--- config.mk ---
export PLATFORM = sky130hd
export DESIGN_NAME = mux2_rr_arbiter
export DESIGN_NICKNAME = d
export VERILOG_FILES = /design/src/rtl/mux2_arb_pkg.sv /design/src/rtl/mux2_arb_burst_cnt.sv /design/src/rtl/mux2_rr_arbiter.sv
export SDC_FILE = /design/constraint.sdc
export NUM_CORES = 1
export LEC_CHECK = 0
export CAP_MARGIN = 40
export CORE_ASPECT_RATIO = 1.1
export CORE_UTILIZATION = 40
export DETAILED_ROUTE_END_ITERATION = 7
export GPL_TIMING_DRIVEN = 0
export HOLD_SLACK_MARGIN = 0.08
export PLACE_DENSITY = 0.84
export SLEW_MARGIN = 30
export SYNTH_ARGS = -nofsm -noshare
export SYNTH_HDL_FRONTEND = slang
export SYNTH_SLANG_ARGS = --single-unit
--- constraint.sdc ---
create_clock -name clk -period 5.25 [get_ports clk]
set_input_delay 0.525 -clock clk [delete_from_list [all_inputs] [get_ports clk]]
set_output_delay 0.525 -clock clk [all_outputs]
set_load 0.02 [all_outputs]
--- src/rtl/mux2_arb_pkg.sv ---
// Shared types and constants for the two-requester round-robin mux arbiter.
package mux2_arb_pkg;

    typedef enum logic [1:0] {
        IDLE    = 2'd0,
        GRANT_A = 2'd1,
        GRANT_B = 2'd2
    } arb_state_e;

    localparam logic SEL_A = 1'b0;
    localparam logic SEL_B = 1'b1;

    localparam int unsigned STATS_W = 16;

    // Counter width able to hold 0..max_burst, never narrower than one bit.
    function automatic int unsigned cnt_width(input int unsigned max_burst);
        int unsigned w;
        w = $clog2(max_burst + 1);
        return (w < 1) ? 1 : w;
    endfunction

endpackage

--- src/rtl/mux2_arb_burst_cnt.sv ---
// Beat counter with increment/clear; wraps to zero at LIMIT-1, or holds there when SATURATE is set.
module mux2_arb_burst_cnt #(
    parameter int unsigned WIDTH    = 3,
    parameter int unsigned LIMIT    = 4,
    parameter bit          SATURATE = 1'b0
) (
    input  logic             clk,
    input  logic             rst_n,
    input  logic             i_inc,
    input  logic             i_clr,
    output logic [WIDTH-1:0] o_cnt,
    output logic             o_limit_hit_c
);

    localparam logic [WIDTH-1:0] LAST = WIDTH'(LIMIT - 1);

    logic [WIDTH-1:0] r_cnt;
    logic [WIDTH-1:0] w_cnt_nxt;

    assign o_cnt         = r_cnt;
    assign o_limit_hit_c = (r_cnt == LAST);

    // Clear has priority over increment.
    always_comb begin
        w_cnt_nxt = r_cnt;
        if (i_clr) begin
            w_cnt_nxt = '0;
        end else if (i_inc) begin
            if (o_limit_hit_c) begin
                w_cnt_nxt = SATURATE ? r_cnt : '0;
            end else begin
                w_cnt_nxt = r_cnt + WIDTH'(1);
            end
        end
    end

    always_ff @(posedge clk or negedge rst_n) begin
        if (!rst_n) begin
            r_cnt <= '0;
        end else begin
            r_cnt <= w_cnt_nxt;
        end
    end

endmodule

--- src/rtl/mux2_rr_arbiter.sv ---
// Round-robin owner arbitration and channel routing for a shared 2:1 mux with burst limiting.
// Define MUX2_ARB_STATS_EN to add per-requester accepted-beat counters.
module mux2_rr_arbiter
    import mux2_arb_pkg::*;
#(
    parameter int unsigned DATA_W    = 8,
    parameter int unsigned MAX_BURST = 4
) (
    input  logic              clk,
    input  logic              rst_n,
    input  logic              a_valid,
    input  logic [DATA_W-1:0] a_data,
    output logic              a_ready,
    input  logic              b_valid,
    input  logic [DATA_W-1:0] b_data,
    output logic              b_ready,
    output logic              out_valid,
    output logic [DATA_W-1:0] out_data,
    input  logic              out_ready,
    output logic              sel,
    output logic              busy
`ifdef MUX2_ARB_STATS_EN
    ,
    input  logic               stats_clr,
    output logic [STATS_W-1:0] grant_cnt_a,
    output logic [STATS_W-1:0] grant_cnt_b
`endif
);

    localparam int unsigned CNT_W = cnt_width(MAX_BURST);

    arb_state_e       r_state;
    arb_state_e       w_state_nxt;
    logic             r_sel;
    logic             w_sel_nxt;
    logic             r_last;
    logic             w_last_nxt;
    logic             r_busy;
    logic             w_cnt_clr;
    logic             w_at_limit;
    logic             w_xfer_a;
    logic             w_xfer_b;
    logic             w_xfer;
    logic [CNT_W-1:0] w_beat_cnt;

    assign sel  = r_sel;
    assign busy = r_busy;

    assign w_xfer_a = (r_state == GRANT_A) && a_valid && out_ready;
    assign w_xfer_b = (r_state == GRANT_B) && b_valid && out_ready;
    assign w_xfer   = w_xfer_a || w_xfer_b;

    // Owner routing is combinational from the registered state so a new owner can move a beat right after handover.
    always_comb begin
        out_valid = 1'b0;
        out_data  = '0;
        a_ready   = 1'b0;
        b_ready   = 1'b0;
        case (r_state)
            GRANT_A: begin
                out_valid = a_valid;
                out_data  = a_data;
                a_ready   = out_ready;
            end
            GRANT_B: begin
                out_valid = b_valid;
                out_data  = b_data;
                b_ready   = out_ready;
            end
            default: ;
        endcase
    end

    // The counter wraps to zero on the limit beat, which covers both the hand-over and stay cases.
    always_comb begin
        w_state_nxt = r_state;
        w_sel_nxt   = r_sel;
        w_last_nxt  = r_last;
        w_cnt_clr   = 1'b0;
        case (r_state)
            IDLE: begin
                w_cnt_clr = 1'b1;
                if (a_valid && (!b_valid || (r_last == SEL_B))) begin
                    w_state_nxt = GRANT_A;
                    w_sel_nxt   = SEL_A;
                    w_last_nxt  = SEL_A;
                end else if (b_valid) begin
                    w_state_nxt = GRANT_B;
                    w_sel_nxt   = SEL_B;
                    w_last_nxt  = SEL_B;
                end
            end
            GRANT_A: begin
                if (!a_valid) begin
                    w_cnt_clr = 1'b1;
                    if (b_valid) begin
                        w_state_nxt = GRANT_B;
                        w_sel_nxt   = SEL_B;
                        w_last_nxt  = SEL_B;
                    end else begin
                        w_state_nxt = IDLE;
                    end
                end else if (out_ready && w_at_limit && b_valid) begin
                    w_state_nxt = GRANT_B;
                    w_sel_nxt   = SEL_B;
                    w_last_nxt  = SEL_B;
                end
            end
            GRANT_B: begin
                if (!b_valid) begin
                    w_cnt_clr = 1'b1;
                    if (a_valid) begin
                        w_state_nxt = GRANT_A;
                        w_sel_nxt   = SEL_A;
                        w_last_nxt  = SEL_A;
                    end else begin
                        w_state_nxt = IDLE;
                    end
                end else if (out_ready && w_at_limit && a_valid) begin
                    w_state_nxt = GRANT_A;
                    w_sel_nxt   = SEL_A;
                    w_last_nxt  = SEL_A;
                end
            end
            default: begin
                w_state_nxt = IDLE;
                w_cnt_clr   = 1'b1;
            end
        endcase
    end

    // Reset leaves last pointing at B so A wins the first tie.
    always_ff @(posedge clk or negedge rst_n) begin
        if (!rst_n) begin
            r_state <= IDLE;
            r_sel   <= SEL_A;
            r_last  <= SEL_B;
            r_busy  <= 1'b0;
        end else begin
            r_state <= w_state_nxt;
            r_sel   <= w_sel_nxt;
            r_last  <= w_last_nxt;
            r_busy  <= (w_state_nxt != IDLE);
        end
    end

    mux2_arb_burst_cnt #(
        .WIDTH    (CNT_W),
        .LIMIT    (MAX_BURST),
        .SATURATE (1'b0)
    ) u_beat_cnt (
        .clk           (clk),
        .rst_n         (rst_n),
        .i_inc         (w_xfer),
        .i_clr         (w_cnt_clr),
        .o_cnt         (w_beat_cnt),
        .o_limit_hit_c (w_at_limit)
    );

    a_beat_cnt_range: assert property (@(posedge clk) disable iff (!rst_n)
        w_beat_cnt < CNT_W'(MAX_BURST));

`ifdef MUX2_ARB_STATS_EN
    logic w_stats_sat_a;
    logic w_stats_sat_b;

    // Accepted-beat statistics; a clear in the same cycle as a transfer wins.
    mux2_arb_burst_cnt #(
        .WIDTH    (STATS_W),
        .LIMIT    (1 << STATS_W),
        .SATURATE (1'b1)
    ) u_stats_a (
        .clk           (clk),
        .rst_n         (rst_n),
        .i_inc         (w_xfer_a),
        .i_clr         (stats_clr),
        .o_cnt         (grant_cnt_a),
        .o_limit_hit_c (w_stats_sat_a)
    );

    mux2_arb_burst_cnt #(
        .WIDTH    (STATS_W),
        .LIMIT    (1 << STATS_W),
        .SATURATE (1'b1)
    ) u_stats_b (
        .clk           (clk),
        .rst_n         (rst_n),
        .i_inc         (w_xfer_b),
        .i_clr         (stats_clr),
        .o_cnt         (grant_cnt_b),
        .o_limit_hit_c (w_stats_sat_b)
    );
`endif

endmodule

==> flow_metrics.tcl <==
set metrics [dict create \
    synth_area_um2 726.9 \
    worst_hold_path_type "flop to flop" \
    holdBufCountCts 0 \
    path_clk_slew_ps 60 \
    p_per_area_mw_per_mm2 467.2 \
    final_nets 146 \
    diodes 0 \
    fillers 128 \
    r2r_setup_slack_ps 3440 \
    start_util 0.4452 \
    slew_headroom 0.7057 \
    via_per_inst 5.529 \
    synth_ff_type "dfrtp_1" \
    cp.arrival_ps 2340 \
    setup_slack_ps 2383 \
    irDropWorstVdd_v 0.0003874 \
    htreeDepth 1 \
    whs_path_depth 1 \
    fin_crit_sh 0.5461 \
    synth_cells 83 \
    status "complete, no violations" \
    areaGrowthSynthToFinish_pct 50.60 \
    grt_overflow 0 \
    rr_endpoint "u_beat_cnt.o_cnt[2]$_DFFE_PN0P_" \
    drt_wl_total_mm 1.907 \
    yosys_warnings 0 \
    path_class "flop to primary output" \
    drt-initial-drc-count 14 \
    utilization 0.6705 \
    path_cells "inv_1, ha_1, clkbuf_1, a22oi_1, nor2_1, clkdlybuf4s50_1" \
    numCtsBuffers 3 \
    post_drt_wl_per_cell_um 14.02 \
    drt_pass1_iterations 4 \
    critPathMaxStageDelay_ps 610 \
    clkSinkCount 8 \
    min_to "sel$_DFFE_PN0P_" \
    startpoint "r_state[1]$_DFF_PN0_" \
    via_count 752 \
    die_y_um 46.71 \
    worstRegToRegCells 6 \
    core_mm2 0.001633 \
    gp_congestion 0.7950 \
    slowest_stage "clkdlybuf4s50_1" \
    grt_max_degree 11 \
    holdWs_ps 496.4 \
    cap_violations 0 \
    grt_util_all_layers 0.1945 \
    layout_min_cycle_time_ps 2867 \
    seq_area_frac_synth 0.2771 \
    clock_skew_ps 7.768 \
    drv_slew 0 \
    io_buffers 32 \
    ys_seq_elements 8 \
    cts_tree "done" \
    synth_nets 109 \
    die_area_mm2 0.001992 \
    cts_setup_buffers 0 \
    first_global_vias 698 \
    setup_viol 0 \
    power_leakage_nw 0.4895 \
    grt_pass1_wl_mm 2.987 \
    worstMarginPinSlew_ps 441.4 \
    fin_cells 136 \
    cts.path.max_buffers 2 \
    dp.cells 132 \
    die_x_um 42.65 \
    cts-resized-gates 0 \
    grt_antenna_before_repair 0 \
    required_ps 4720 \
    ys_async_sr_fraction 1.000 \
    drive_gt1_frac 0.09244 \
    path_depth 6 \
    postSynthAreaPerCell_um2 8.758 \
    clkLatencyLatePin_ps 250 \
    yosys.cell_types.count 35 \
    worstHoldStart "sel$_DFFE_PN0P_" \
    ant_nets 0 \
    critPathLaunchType "flop" \
    io_pins 34 \
    rsz0062_at_grt "no" \
    synth_edf_count 0 \
    reg2reg_from "r_state[1]$_DFF_PN0_" \
    crit_buf_inv 3 \
    rows 15 \
    clockRootBuffer "clkbuf_4" \
    dpl.hpwl_mm 1.535 \
    endpoint_kind "primary output" \
    finalSetupTns_ps 0 \
    hold_violations 0 \
    crit_fanout 10 \
    fmax_mhz 348.8 \
    dp_slack_ps 2658 \
    drc 0 \
    cpLargestDelayFamily "buffers and inverters" \
]
## sequential cells by signal (all words and copies together) (netlist names)
name and count:
sel 1, busy 1, r_state 2, u_beat_cnt.o_cnt 3, r_last 1
## how the worst max path moves through the flow
stage | end
after floorplan | out_data[0]
after global placement | out_valid
after detailed placement | out_data[4]
after CTS | out_data[1]
after global routing | out_data[4]
final | out_data[4]
## cells in the final DEF (no fill, tap or decap), drive strengths merged, types with 2 or more instances in the layout
cell type	count
a21oi	2
a22oi	9
and2	2
buf	2
clkbuf	7
clkdlybuf4s50	32
dfrtp	7
ha	5
inv	8
mux2i	3
nand2	2
nand2b	2
nand3	2
nand3b	2
nand4b	3
nor2	11
o21a	2
or2b	2
## per-stage QoR
stage	power (mW)	instance area, um2
global placement	0.4553	1069
floorplan	0.3337	726.9
CTS	0.5159	1095
global route	0.5510	1095
finish	0.5114	1095
detailed placement	0.4625	1069
## layout make-up
class	instances	area (um2)	share of cell area
timing repair buffer	32	320.3	0.2926
sequential	8	201.4	0.1840
buffer	5	33.78	0.03086
multi-input combinational	62	461.7	0.4217
clock buffer	4	26.28	0.02400
inverter	8	30.03	0.02743
tap	17	21.27	0.01943
## cells in the mapped netlist (all sizes together), types with 3 or more instances
library cell | count | share of area
nor2 | 11 | 0.057
a22oi | 9 | 0.093
inv | 8 | 0.041
dfrtp | 7 | 0.24
ha | 5 | 0.086
clkbuf | 3 | 0.015
mux2i | 3 | 0.041
nand4b | 3 | 0.057
## routing by layer
layer	up-vias	wire length, um	GRT usage
met5	-	0	0
met4	0	12	0.06250
met3	2	54	0.03137
met2	18	945	0.3152
met1	355	895	0.2679
li1	377	-	-
## kinds of logic after synthesis
group / count (synthesis) / share of synthesized area
and+or+nand+nor: 31 / 0.2633
buffers and inverters: 13 / 0.08778
muxes: 3 / 0.04131
DFF: 8 / 0.2771
adders and majority gates: 5 / 0.08606
AOI/OAI and AO/OA: 23 / 0.2444
## report_power, final
part / total, mW / switching [mW] / internal, mW / leakage (nW)
clock network: 0.0489 / 0.0199 / 0.0290 / 0.0150
logic: 0.358 / 0.190 / 0.168 / 0.373
registers: 0.105 / 0.0174 / 0.0871 / 0.101
total: 0.511 / 0.227 / 0.284 / 0.489
Power figures use the tool's default switching activity.
